## config.mk

```make
export PLATFORM = sky130hd
export DESIGN_NAME = mux_scan_reg
export DESIGN_NICKNAME = d
export VERILOG_FILES = /design/src/rtl/mux_pkg.sv /design/src/rtl/mux_dwell_cnt.sv /design/src/rtl/mux_scan_reg.sv
export SDC_FILE = /design/constraint.sdc
export NUM_CORES = 1
export LEC_CHECK = 0
export ABC_AREA = 1
export BUFFER_PORTS_ARGS = -buffer_cell sky130_fd_sc_hd__buf_2
export CORE_MARGIN = 2
export CORE_UTILIZATION = 45
export DETAILED_ROUTE_END_ITERATION = 16
export PLACE_DENSITY = 0.79
export SYNTH_ARGS = -nofsm -noshare
export SYNTH_HDL_FRONTEND = slang
export SYNTH_SLANG_ARGS = --single-unit
```

## constraint.sdc

```tcl
create_clock -name clk -period 1.8 [get_ports clk]
set_input_delay 0.27 -clock clk [delete_from_list [all_inputs] [get_ports clk]]
set_output_delay 0.27 -clock clk [all_outputs]
set_load 0.02 [all_outputs]
```

## src/rtl/mux_pkg.sv

```systemverilog
// Shared constants and helpers for the scanning LED word multiplexer.
package mux_pkg;

  localparam logic MODE_MANUAL = 1'b0;
  localparam logic MODE_SCAN   = 1'b1;

  // Ceiling log2. Returns 0 for v <= 1, so callers clamp to a minimum width of 1.
  function automatic int clog2(input int v);
    int r;
    r = 0;
    while ((1 << r) < v) r++;
    return r;
  endfunction

endpackage

```

## src/rtl/mux_dwell_cnt.sv

```systemverilog
// Dwell timer for scan mode: counts 0..DWELL-1 while enabled and flags the last cycle.
module mux_dwell_cnt
  import mux_pkg::*;
#(
  parameter int DWELL = 4
) (
  input  logic clk,
  input  logic rst,
  input  logic clr,
  input  logic en,
  output logic tick
);

  localparam int CNT_W = (clog2(DWELL) < 1) ? 1 : clog2(DWELL);
  localparam logic [CNT_W-1:0] LAST_CNT = CNT_W'(DWELL - 1);

  logic [CNT_W-1:0] cnt_q;
  logic [CNT_W-1:0] cnt_d;
  logic             at_last;

  assign at_last = (cnt_q == LAST_CNT);
  assign tick    = en && at_last;

  // Next count: clear wins, otherwise count and roll over at the last dwell cycle.
  always_comb begin
    cnt_d = cnt_q;
    if (clr) begin
      cnt_d = '0;
    end else if (en) begin
      cnt_d = at_last ? '0 : cnt_q + 1'b1;
    end
  end

  // Count register with synchronous reset.
  always_ff @(posedge clk) begin
    if (rst) cnt_q <= '0;
    else     cnt_q <= cnt_d;
  end

endmodule

```

## src/rtl/mux_scan_reg.sv

```systemverilog
// Registered N-channel word mux driving the LEDs, with manual select, timed scan and hold.
module mux_scan_reg
  import mux_pkg::*;
#(
  parameter  int CH_NUM = 4,
  parameter  int DATA_W = 8,
  parameter  int DWELL  = 4,
  localparam int SEL_W  = (clog2(CH_NUM) < 1) ? 1 : clog2(CH_NUM)
) (
  input  logic                     clk,
  input  logic                     rst,
  input  logic [CH_NUM*DATA_W-1:0] din,
  input  logic [SEL_W-1:0]         sw,
  input  logic                     mode,
  input  logic                     hold,
  output logic [DATA_W-1:0]        led,
  output logic [SEL_W-1:0]         ch_idx,
  output logic                     ch_valid,
  output logic                     wrap
);

  // One extra bit so CH_NUM itself fits when it is a power of two.
  localparam logic [SEL_W:0]   CH_LIM   = (SEL_W + 1)'(CH_NUM);
  localparam logic [SEL_W-1:0] LAST_IDX = SEL_W'(CH_NUM - 1);

  logic [DATA_W-1:0] led_q, led_d;
  logic [SEL_W-1:0]  ch_idx_q, next_idx;
  logic              ch_valid_q, ch_valid_d;
  logic              wrap_q, wrap_d;
  logic              cnt_en, cnt_clr, tick;

  // Counter runs only while scanning; manual mode keeps it at zero; hold freezes it.
  assign cnt_en  = (mode == MODE_SCAN)   && !hold;
  assign cnt_clr = (mode == MODE_MANUAL) && !hold;

  mux_dwell_cnt #(
    .DWELL (DWELL)
  ) u_dwell (
    .clk  (clk),
    .rst  (rst),
    .clr  (cnt_clr),
    .en   (cnt_en),
    .tick (tick)
  );

  // Next index, selected word and pulse flags; hold keeps everything and drops pulses.
  always_comb begin
    next_idx = ch_idx_q;
    wrap_d   = 1'b0;
    if (!hold) begin
      if (mode == MODE_MANUAL) begin
        if ({1'b0, sw} < CH_LIM) next_idx = sw;
      end else if (tick) begin
        if (ch_idx_q == LAST_IDX) begin
          next_idx = '0;
          wrap_d   = 1'b1;
        end else begin
          next_idx = ch_idx_q + 1'b1;
        end
      end
    end

    led_d = led_q;
    if (!hold) begin
      for (int k = 0; k < CH_NUM; k++) begin
        if (next_idx == SEL_W'(k)) led_d = din[k*DATA_W +: DATA_W];
      end
    end

    ch_valid_d = (next_idx != ch_idx_q);
  end

  // Output and index registers with synchronous reset.
  always_ff @(posedge clk) begin
    if (rst) begin
      led_q      <= '0;
      ch_idx_q   <= '0;
      ch_valid_q <= 1'b0;
      wrap_q     <= 1'b0;
    end else begin
      led_q      <= led_d;
      ch_idx_q   <= next_idx;
      ch_valid_q <= ch_valid_d;
      wrap_q     <= wrap_d;
    end
  end

  assign led      = led_q;
  assign ch_idx   = ch_idx_q;
  assign ch_valid = ch_valid_q;
  assign wrap     = wrap_q;

endmodule
```

* Word level (Yosys, flattened, before mapping) *
Index checks and enable logic that the tools add are counted.
Widths: inputs -> output; s select.

storage, ports and cells
  bits in registers = 14
  input port bits = 38
  output and inout bits = 12
  word-level logic and storage cells = 35

operators by class
  add/sub/neg operators = 2
  equality and inequality tests = 6
  multiplexer cells = 10
  bitwise operators = 3
  reductions and logical operators = 9

operators with widths
  operator             count
  $mux 8               4
  $mux 2               5
  $eq 2x2->1 const B   4
  $add 2x1->2 const B  2
  $reduce_bool 4->1    1
  $reduce_or 4->1      1
  $logic_and 1x1->1    3
  $not 1->1            3
  $eq 2x1->1 const B   1
  $logic_not 2->1      1
  $ne 2x2->1           1
  $reduce_and 2->1     1
  $reduce_or 2->1      1
  $logic_not 1->1      1
  $mux 1               1

* Longest topological paths before layout *
  depth in word-level cells = 11
  mapped depth = 12
  gate-level depth less buffers = 12

* Hierarchy *
Synthesis repeated with hierarchy kept, for this count alone.

second synthesis, totals
  cells, all modules = 159
  area total of the unflattened synthesis = 989.7 um^2

modules (own cells, without submodules)
  module         times used  cells each  area each (um^2)  sequential area each (um^2)
  mux_scan_reg   1           143         884.6             240.2
  mux_dwell_cnt  1           16          105.1             40.0

* Worst setup path after synthesis *
OpenSTA, ideal clock, no wires.

  path kind = register to register
  start point = register ch_idx_q[0] (netlist: ch_idx[0])
  end point = register ch_valid_q (netlist: ch_valid)
  setup time = 70 ps
  data arrival time = 1593 ps
  data required time = 1730 ps
  path slack = 137 ps
  stages on the path, launching flop included = 12
  path buffers = 1
  period minus slack after synthesis = 1663 ps
  path through = dfxtp_1 > ha_1 > nand2_1 > nand2_1 > nand2_2 > nand2_4 > nor2_8 > inv_4 > buf_6 > nand2_1 > o21ai_1 > a21oi_1

between the ends
  longest elaborated chain between the ends = 6
  elaborated cells on any way between the ends = 7
  classes of those cells = add/sub (1); eq/ne (2); mux (4)

RTL lines
  element                                    RTL line                                source
  start: declaration                         mux_scan_reg.sv:27                      logic [SEL_W-1:0] ch_idx_q, next_idx;
  start signal: assignment                   mux_scan_reg.sv:82                      ch_idx_q <= next_idx;
  $add 2x1->2 or $eq 2x2->1 (tied branches)  mux_scan_reg.sv:58, mux_scan_reg.sv:54
  $mux 2                                     mux_scan_reg.sv:54                      if (ch_idx_q == LAST_IDX) begin
  $mux 2                                     mux_scan_reg.sv:53                      end else if (tick) begin
  $mux 2                                     mux_scan_reg.sv:51                      if (mode == MODE_MANUAL) begin
  $mux 2                                     mux_scan_reg.sv:50                      if (!hold) begin
  $ne 2x2->1 *                               mux_scan_reg.sv:70                      ch_valid_d = (next_idx != ch_idx_q);
  end signal: assignment                     mux_scan_reg.sv:83                      ch_valid_q <= ch_valid_d;
  end: declaration                           mux_scan_reg.sv:28                      logic ch_valid_q, ch_valid_d;

Every way passes the cells marked *; elsewhere a longest branch is shown, timed or not.
A chain may end at the register's enable or synchronous reset.

* Worst setup path in the final report *
  start point = register u_dwell.cnt_q[0]
  end point = register led_q[0] (netlist: led[0])

between the ends
  longest elaborated chain between the ends = 9
  elaborated cells on any way between the ends = 14
  classes of those cells = eq/ne (4); mux (6); reduce/logical (4)

RTL lines
  element                   RTL line             source
  start: declaration        mux_dwell_cnt.sv:17  logic [CNT_W-1:0] cnt_q;
  start signal: assignment  mux_dwell_cnt.sv:37  else cnt_q <= cnt_d;
  $eq 2x2->1 *              mux_dwell_cnt.sv:21  assign at_last = (cnt_q == LAST_CNT);
  $logic_and 1x1->1 *       mux_dwell_cnt.sv:22  assign tick = en && at_last;
  $mux 2 *                  mux_scan_reg.sv:53
  $mux 2 *                  mux_scan_reg.sv:51
  $mux 2 *                  mux_scan_reg.sv:50
  $eq 2x1->1                mux_scan_reg.sv:66   if (next_idx == SEL_W'(k)) led_d = din[k*DATA_W +: DATA_W];
  $mux 8 (3 in series)      mux_scan_reg.sv:66
  end signal: assignment    mux_scan_reg.sv:81   led_q <= led_d;
  end: declaration          mux_scan_reg.sv:26   logic [DATA_W-1:0] led_q, led_d;

Marked as above.

==> results.cfg <==
[run_status]
outcome = finished clean

[job]
drv_cap = 0

[yosys]
synth_cell_types = 20
yosysTopAreaCellShare_pct = 28.4
post-synth-top-count-cell = nand2_1
netlist_instances = 152
syn-mean-instance-area_um2 = 6.49
syn_nets = 192
ys_warn_count = 0
netlist_area_um2 = 986
ys_seq_area_share_pct = 28.4
yosysTopAreaCell = dfxtp_1
synth_ff_type = dfxtp_1
ys_seq_elements = 14
synth.top_cells.by_area = dfxtp_1, nand2_1, nand3_1, inv_1, o21ai_2
synth_common_cells = nand2_1, nand3_1, inv_1, dfxtp_1, a21oi_1
synth-async-reset-ratio_pct = 0
synth_edf_count = 0

[finish]
layout-drive-gt1-share_pct = 38.0
fin_nets = 249
final_core_util_pct = 65.5
antennaDiodeCount = 0
syn2layout_area_growth_pct = 34.3

[timing]
drv_slew = 0
timing.final.crit_share_pct = 91.1
rsz0062_at_grt = no
fin_crit_ps = 1640
setup_viol = 0
fin_setup_tns_ps = 0
fin_skew_ps = 5.70
hold_viol = 0
relSlewSlack_pct = 76.4
worstMarginPinSlew_ps = 354
fmax_ghz = 0.610

[floorplan]
num_rows = 16
dieArea_mm2 = 0.00258
start_util_pct = 48.8
core_area_mm2 = 0.00202
io_pins = 50
fp.dieH_um = 50.8
die-width_um = 50.8

[setup_path]
crit_top_cell = nand2_1
cp_data_required_time_ps = 1980
cp_slowest_cell = dfxtp_1
crit_chain = ha_1, inv_1, nand2_1, nand2_1, nand2_2, nand2_4, nor2_8, inv_4, nand2_2, nand3_1, nand2_1, a21oi_1
end_kind = flip-flop
cp_num_buf_inv = 2
startpoint_type = flip-flop
critPathTopFamily = simple AND/OR/NAND/NOR gates
cp_slowest_stage_delay_ps = 370
arrival_ps = 1820
crit_fanout = 14
rrSetupSlack_ps = 160
crit_type = flip-flop to flip-flop

[clock_tree]
ctsHoldBuffers = 0
clockRootBuffer = clkbuf_4
cts_buffer_depth = 2
post_cts_buffers = 0
cts_buffers = 3
h-tree-depth = 1
ctsResizeCount = 0
cts_tree = done
worst_skew_pair.late_latency_ps = 280
clkSlewWorstSetupHoldPaths_ps = 100
clock_sinks = 14

[grt]
grt_pass1_wl_um = 4540
grt_usage_pct = 22.9
first_global_vias = 1103
antenna_found_initial = 0
overflow = 0
grt_max_degree = 17

[place]
port_buffers = 49
gp_congestion = 0.849
dp_hpwl_um = 2060

[detailed_routing]
highest_layer = met3
antenna_left = 0
met3_length_um = 180
met2_length_um = 1330
routed_via_density = 4.93
vias = 1159
routed_wl_um = 2620
drt-met1-wl_um = 1120
wl_per_cell_um = 11.2
first_pass_iters = 4
drc = 0
first_iter_violations = 30

[power]
vdd_drop_max_mv = 0.465
finalPower_mw = 0.840
power.density_mw_per_mm2 = 634
p_leak_nw = 0.762

[hold_path]
min_path_type = primary input to flip-flop
==> power breakdown <==
group / total [mW] / internal, mW / switching [mW]
sequential: 0.341 / 0.331 / 0.0101
clock: 0.237 / 0.123 / 0.114
combinational: 0.261 / 0.105 / 0.156
==> sequential cells by signal, summed over array words and instances, names as in the netlist <==
register	flops
led	8
ch_idx	2
u_dwell.cnt_q	2
ch_valid	1
wrap	1
==> worst register-to-register path, stage by stage, from the launching register on <==
cell	delay [ps]
dfxtp_1	370
ha_1	250
inv_1	60
nand2_1	60
nand2_1	60
nand2_2	70
nand2_4	70
nor2_8	110
inv_4	90
nand2_2	150
nand3_1	120
nand2_1	80
a21oi_1	60
==> metal layers <==
metal,vias up,GRT usage (%)
met5,-,0
li1,599,-
met3,0,4.09
met1,515,27.2
met2,45,42.1
met4,0,5.86
==> final timing paths <==
path | startpoint | endpoint | cells after the start
worst max-delay path | u_dwell.cnt_q[0]$_SDFFE_PP0N_ | led[0]$_SDFFE_PP0P_ | 12
worst min-delay path | rst | ch_valid$_SDFF_PP0_ | 2
worst max register to register | u_dwell.cnt_q[0]$_SDFFE_PP0N_ | led[0]$_SDFFE_PP0P_ | 12
worst min register to register | u_dwell.cnt_q[1]$_SDFFE_PP0N_ | u_dwell.cnt_q[1]$_SDFFE_PP0N_ | 2
==> cells in the final DEF (no fill, tap or decap), drive strengths merged <==
| master | count |
|---|---|
| buf | 57 |
| o21ai | 19 |
| inv | 24 |
| ha | 2 |
| nor2 | 7 |
| clkbuf | 4 |
| nand3 | 26 |
| nand2 | 43 |
| a21oi | 11 |
| dfxtp | 14 |
| xnor2 | 1 |
==> cell type report <==
cell class	count	area (um2)
flip-flops and latches	14	280
well taps	27	33.8
clock buffers	4	36.3
repair buffers	57	305
multi-input cells	109	576
inverters	24	92.6
fillers	199	698
==> stage by stage <==
step | instances | hold slack, ps | instance area (um2) | setup WS [ps]
final | 235 | 167 | 1320 | 160
after global routing | 235 | 156 | 1320 | 5.87
after CTS | 235 | 154 | 1320 | 168
after detailed placement | 231 | 467 | 1290 | 197
after global placement | 231 | 459 | 1290 | 246
after floorplan | 152 | 339 | 986 | 137
==> logic make-up after synthesis <==
kind of cell,after synthesis,synth area share [%]
AOI/OAI and AO/OA,30,18.3
xor gates and xnor gates,1,0.888
adders and majority gates,2,2.54
buffers and inverters,29,13.2
DFF,14,28.4
and+or+nand+nor,76,36.7
(Power assumes the default switching activity.)
